### src/rtl/pcie_wr_req_queue.sv
// pcie_wr_req_queue
//   Round-robin collector of 128-bit HySim write packets from NSRC core sources.
//   Each accepted packet has bit 127 cleared and the source-ID field overwritten
//   with the granted source index. It is then buffered in a DEPTH-entry FIFO
//   that feeds the PCIe write module through an enable/ready handshake.
//
// Ports
//   clk, rst_n   clock; synchronous active-low reset
//   src_valid    per-source request valid
//   src_data     per-source packet, source i at [i*128 +: 128]
//   src_ack      one-hot combinational grant; a transfer is valid & ack
//   wr_data      head packet, driven from storage; zero when the FIFO is empty
//   wr_enable    head valid (FIFO non-empty)
//   wr_ready     write module ready; the head pops when enable & ready
//   fifo_count   number of entries held
//   fifo_full    fifo_count == DEPTH
module pcie_wr_req_queue #(
  parameter int unsigned NSRC      = 4,
  parameter int unsigned DEPTH     = 8,
  parameter int unsigned SRCID_LSB = 102,
  parameter int unsigned SRCID_W   = 7
) (
  input  logic                     clk,
  input  logic                     rst_n,
  input  logic [NSRC-1:0]          src_valid,
  input  logic [NSRC*128-1:0]      src_data,
  output logic [NSRC-1:0]          src_ack,
  output logic [127:0]             wr_data,
  output logic                     wr_enable,
  input  logic                     wr_ready,
  output logic [$clog2(DEPTH):0]   fifo_count,
  output logic                     fifo_full
);

  localparam int unsigned PW = $clog2(DEPTH);
  localparam int unsigned CW = PW + 1;
  localparam int unsigned IW = (NSRC > 1) ? $clog2(NSRC) : 1;

  logic [IW-1:0]  rr_q, rr_d;
  logic [IW-1:0]  grant_idx, hi_idx, lo_idx;
  logic           grant_valid, hi_found, lo_found;
  logic [PW-1:0]  rd_q, wr_q;
  logic [CW-1:0]  count_q, count_d;
  logic [127:0]   mem_q [DEPTH];
  logic [127:0]   push_pkt;
  logic           push, pop;

  // Round-robin: the lowest valid index >= rr_q wins; failing that, the lowest
  // valid index overall (the wrap-around case). Scanning downwards leaves the
  // lowest match in each set.
  always_comb begin
    hi_found = 1'b0;
    lo_found = 1'b0;
    hi_idx   = '0;
    lo_idx   = '0;
    for (int i = NSRC - 1; i >= 0; i--) begin
      if (src_valid[i]) begin
        if (i >= int'(rr_q)) begin
          hi_found = 1'b1;
          hi_idx   = IW'(i);
        end
        lo_found = 1'b1;
        lo_idx   = IW'(i);
      end
    end
    // A full FIFO blocks the grant even if a pop happens this cycle.
    grant_valid = !fifo_full && (hi_found || lo_found);
    grant_idx   = hi_found ? hi_idx : lo_idx;
  end

  always_comb begin
    src_ack = '0;
    for (int i = 0; i < NSRC; i++) begin
      src_ack[i] = grant_valid && (grant_idx == IW'(i));
    end
  end

  // Packet transform: bit 127 belongs to the write module's toggle logic.
  always_comb begin
    push_pkt = '0;
    for (int i = 0; i < NSRC; i++) begin
      if (grant_idx == IW'(i)) begin
        push_pkt = src_data[i*128 +: 128];
      end
    end
    push_pkt[127]                     = 1'b0;
    push_pkt[SRCID_LSB +: SRCID_W]    = SRCID_W'(grant_idx);
  end

  assign push = grant_valid;
  assign pop  = wr_enable && wr_ready;

  always_comb begin
    rr_d = rr_q;
    if (grant_valid) begin
      rr_d = (grant_idx == IW'(NSRC - 1)) ? '0 : grant_idx + IW'(1);
    end
  end

  always_comb begin
    count_d = count_q;
    unique case ({push, pop})
      2'b10:   count_d = count_q + CW'(1);
      2'b01:   count_d = count_q - CW'(1);
      default: count_d = count_q;
    endcase
  end

  always_ff @(posedge clk) begin
    if (!rst_n) begin
      rr_q    <= '0;
      rd_q    <= '0;
      wr_q    <= '0;
      count_q <= '0;
    end else begin
      rr_q    <= rr_d;
      count_q <= count_d;
      if (push) wr_q <= wr_q + PW'(1);
      if (pop)  rd_q <= rd_q + PW'(1);
    end
  end

  // Storage needs no reset: it is only observed through a non-zero count.
  always_ff @(posedge clk) begin
    if (push) mem_q[wr_q] <= push_pkt;
  end

  assign wr_enable  = (count_q != '0);
  assign wr_data    = wr_enable ? mem_q[rd_q] : '0;
  assign fifo_count = count_q;
  assign fifo_full  = (count_q == CW'(DEPTH));

endmodule

### config.mk
export PLATFORM = sky130hd
export DESIGN_NAME = pcie_wr_req_queue
export DESIGN_NICKNAME = d
export VERILOG_FILES = /design/src/rtl/pcie_wr_req_queue.sv
export SDC_FILE = /design/constraint.sdc
export NUM_CORES = 1
export LEC_CHECK = 0
export ABC_AREA = 1
export BUFFER_PORTS_ARGS = -buffer_cell sky130_fd_sc_hd__buf_4
export CELL_PAD_IN_SITES_DETAIL_PLACEMENT = 0
export CELL_PAD_IN_SITES_GLOBAL_PLACEMENT = 1
export CORE_ASPECT_RATIO = 0.9
export CORE_MARGIN = 1
export CORE_UTILIZATION = 45
export CTS_CLUSTER_DIAMETER = 120
export DETAILED_ROUTE_END_ITERATION = 10
export MAX_ROUTING_LAYER = met4
export PLACE_DENSITY_LB_ADDON = 0.3
export SYNTH_ARGS = -nofsm -noshare
export SYNTH_HDL_FRONTEND = slang
export SYNTH_SLANG_ARGS = --single-unit
### constraint.sdc
create_clock -name clk -period 15.01 [get_ports clk]
set_input_delay 1.501 -clock clk [delete_from_list [all_inputs] [get_ports clk]]
set_output_delay 1.501 -clock clk [all_outputs]
set_load 0.005 [all_outputs]
==> results.md <==
* Status: completed
* Area Growth Syn to Fin at 20.1%
* Combinational power share at 33.3%
* R2R depth at 14
* Main flop type after synthesis: edfxtp_1
* Critical Path End Type: output pin
* Area occupied by registers at 0.0296 mm²
* Post-placement cell count at 5332
* Pint at 6.19 mW
* Gpl congestion at 0.790
* Post-CTS Setup Bufs at 0
* CTS H-tree depth at 3
* Drt initial violations at 2238
* Number of synthesized register bits at 991
* Clk_skew at 0.0253 ns
* Crit path launch type: register
* Hold WC Path Type: register to register
* Port bufs at 618
* Via count at 29500
* Die Area at 0.0957 mm²
* Period utilization at 41.7%
* Switch share at 33.9%
* Total GRT Usage at 23.4%
* Endpoints failing setup at 0
* Clk network pwr share at 25.3%
* Post-route DRC at 0
* Max Slew Vio Count at 0
* Root buffer cell: clkbuf_16
* CP required at 13.51 ns
* Row count at 106
* Clock Sinks at 991
* Starting density of the core at 45.6%
* Worst Hold Launch: rd_q[2]
* WL per Instance at 20.1 µm
* Share of cells above drive strength 1 at 19.1%
* Async set-reset flop share out of synthesis at 0%
* P_leak at 18.4 nW
* Sequential share of power at 41.4%
* Place WS at 9.33 ns
* Top post-synthesis cells by area: edfxtp_1 (69%), nor2_1 (6.7%), o21ai_1 (6.5%), o21ai_0 (3.6%), nand2_1 (3.4%)
* Reg2Reg Setup Slack at 11.26 ns
* Largest net degree at the start of global routing at 227
* Mapped cell area at 0.0425 mm²
* Grt total ovfl at 0
* Synth area leader: edfxtp_1
* Multi-input combinational cell area at 0.0116 mm²
* FF-to-FF End: mem_q[2][90]
* Fillers at 7885
* CP Class: register to output pin
* Worst r2r src: rr_q[1]
* Io pins at 657
* DR pass1 iterations at 5
* Maximum fanout along the worst path at 123
* First-pass GRT wire length at 167000 µm
* Hold Path Depth at 2
* Clock Latency Late Sink at 0.66 ns
* Die X at 326 µm
* Peak VDD IR at 0.000108 V
* Post-Syn Area per Cell at 11.5 µm²
* CTS max path bufs at 3
* Max frequency at 160 MHz
* CTS resizes at 0
* CTS tree: done
* Max-slew headroom at 23.9%
* EDFF count, synth at 976
* Cell with the most instances after synthesis: edfxtp_1
* Top-area cell type share of the netlist area at 69.0%
* Clock-pin slew of the registers on the worst-case setup and hold paths at 0.06 ns
* Detailed placement HPWL at 61100 µm
* Seq/Total Area, Yosys at 69.7%
* Nets at 4719
* Post-Route WL at 111000 µm
* DIE HEIGHT at 294 µm
* Max Cap Violations at 0
* Fin cells at 5519
* Final Hold Vio Count at 0
* Setup tns final at 0 ns
* Num CTS Buffers at 99
* RSZ-0062 raised after global routing: no
* Arr. time, crit path at 4.75 ns
* Vias per std cell at 5.34
* # hold bufs at CTS at 0
* Least-Margin Pin Slew at 1.14 ns
* Sw power at 3.17 mW
* Synth top cells by count: edfxtp_1 (976), nor2_1 (756), o21ai_1 (553), nand2_1 (386), o21ai_0 (307)
* Distinct cells, synth at 25
* Routed Antenna Nets at 0
* Vias in the first global route at 28400
* Synth Instances at 3699
* Synth warn at 0
* Setup ws final at 8.76 ns
* Initial antenna violation count at 1
* Min Tclk post-route at 6.25 ns
* Pwr Density at 183 mW/mm²
* Core Area at 0.0932 mm²
cell usage in the layout (no fill, tap or decap):
cell type   count
dfxtp_1        12
mux2i_1       122
dfxtp_4         3
clkbuf_16      99
nand2_1       386
nor2_4          9
buf_4         657
ha_1            6
clkinv_16       2
conb_1          6
nor2_1        747
buf_12          4
edfxtp_1      976
inv_8           1
a31oi_1         1
o22ai_1       122
inv_1          26
nand4_1         2
bufinv_16       8
clkinv_1       24
a21oi_1       131
clkinv_2       20
a21boi_0        1
inv_4           2
o21ai_1       553
inv_16          2
xnor2_1         1
inv_2           3
diode_2         3
clkinvlp_4      1
ha_4            3
nand3_4         1
clkbuf_1       26
inv_6           2
nand3_1         8
o21ai_0       307
worst max-delay path by stage:
stage,start,to,slack (ns),cells past startpoint
floorplan,src_valid[3],mem_q[0][0],7.43,6
global placement,register,wr_data[9],9.33,8
detailed placement,register,wr_data[9],9.33,8
CTS,register,wr_data[9],8.61,8
global route,register,wr_data[9],8.39,8
finish,register,wr_data[9],8.76,8
final cells by class:
class	count	share of cell area, %
clock inverter	59	1.09
timing repair buffer	661	9.82
multi-input combinational	2406	22.7
clock buffer	125	5.05
sequential	991	58.1
antenna	3	0.0147
tap	1242	3.05
inverter	32	0.260
metrics by stage:
step | total power, mW | util (%) | hold WS, ns | area (µm²)
after floorplan | 5.83 | - | 0.433 | 42500
after global placement | 7.03 | 51.4 | 0.442 | 47900
after detailed placement | 7.08 | 51.4 | 0.444 | 47900
after CTS | 9.45 | 54.7 | 0.453 | 51000
after global routing | 9.90 | 54.7 | 0.494 | 51000
final | 9.36 | 54.7 | 0.446 | 51000
per-layer routing:
metal | vias to the layer above | part of all wire [%] | GRT usage (%)
li1 | 14300 | - | -
met5 | - | 0 | -
met3 | 164 | 5.4 | 3.38
met4 | 0 | 2.3 | 6.19
met1 | 14200 | 43 | 30.0
met2 | 798 | 50 | 39.2
registers in the layout, summed over array words and instances (netlist names), named ones only:
| signal | cells |
|---|---|
| fifo_count | 4 |
| rr_q | 2 |
| wr_q | 3 |
| rd_q | 3 |
| mem_q | 976 |
critical path, cell delays in order, from the launching register on:
cell	delay, ns
dfxtp_4	0.56
inv_8	0.65
buf_4	0.92
buf_4	0.97
o21ai_1	0.16
o21ai_0	0.11
o21ai_0	0.09
nor2_1	0.32
buf_4	0.20
power groups by stage:
| stage | combinational [mW] | clock (mW) | sequential (mW) |
|---|---|---|---|
| 3_3_place_gp | 3.11 | 0 | 3.92 |
| 3_5_place_dp | 3.15 | 0 | 3.93 |
| 5_1_grt | 3.47 | 2.52 | 3.91 |
| 6_report | 3.12 | 2.37 | 3.87 |
| 2_1_floorplan | 1.93 | 0 | 3.90 |
| 4_1_cts | 3.16 | 2.41 | 3.87 |
logic make-up (layout without fill, tap and decap cells):
group | count (synthesis) | after routing | share of synthesized area, %
other | 1 | 9 | 0.00883
buffers and inverters | 307 | 877 | 3.43
adder cells (fa/ha/maj) | 9 | 9 | 0.265
AND/OR/NAND/NOR | 1153 | 1153 | 10.2
AO/OA/AOI/OAI | 1115 | 1115 | 13.5
XOR/XNOR | 1 | 1 | 0.0206
multiplexers | 122 | 122 | 2.87
flip-flops | 991 | 991 | 69.7
Note: power is estimated with default switching activity, not from simulation.
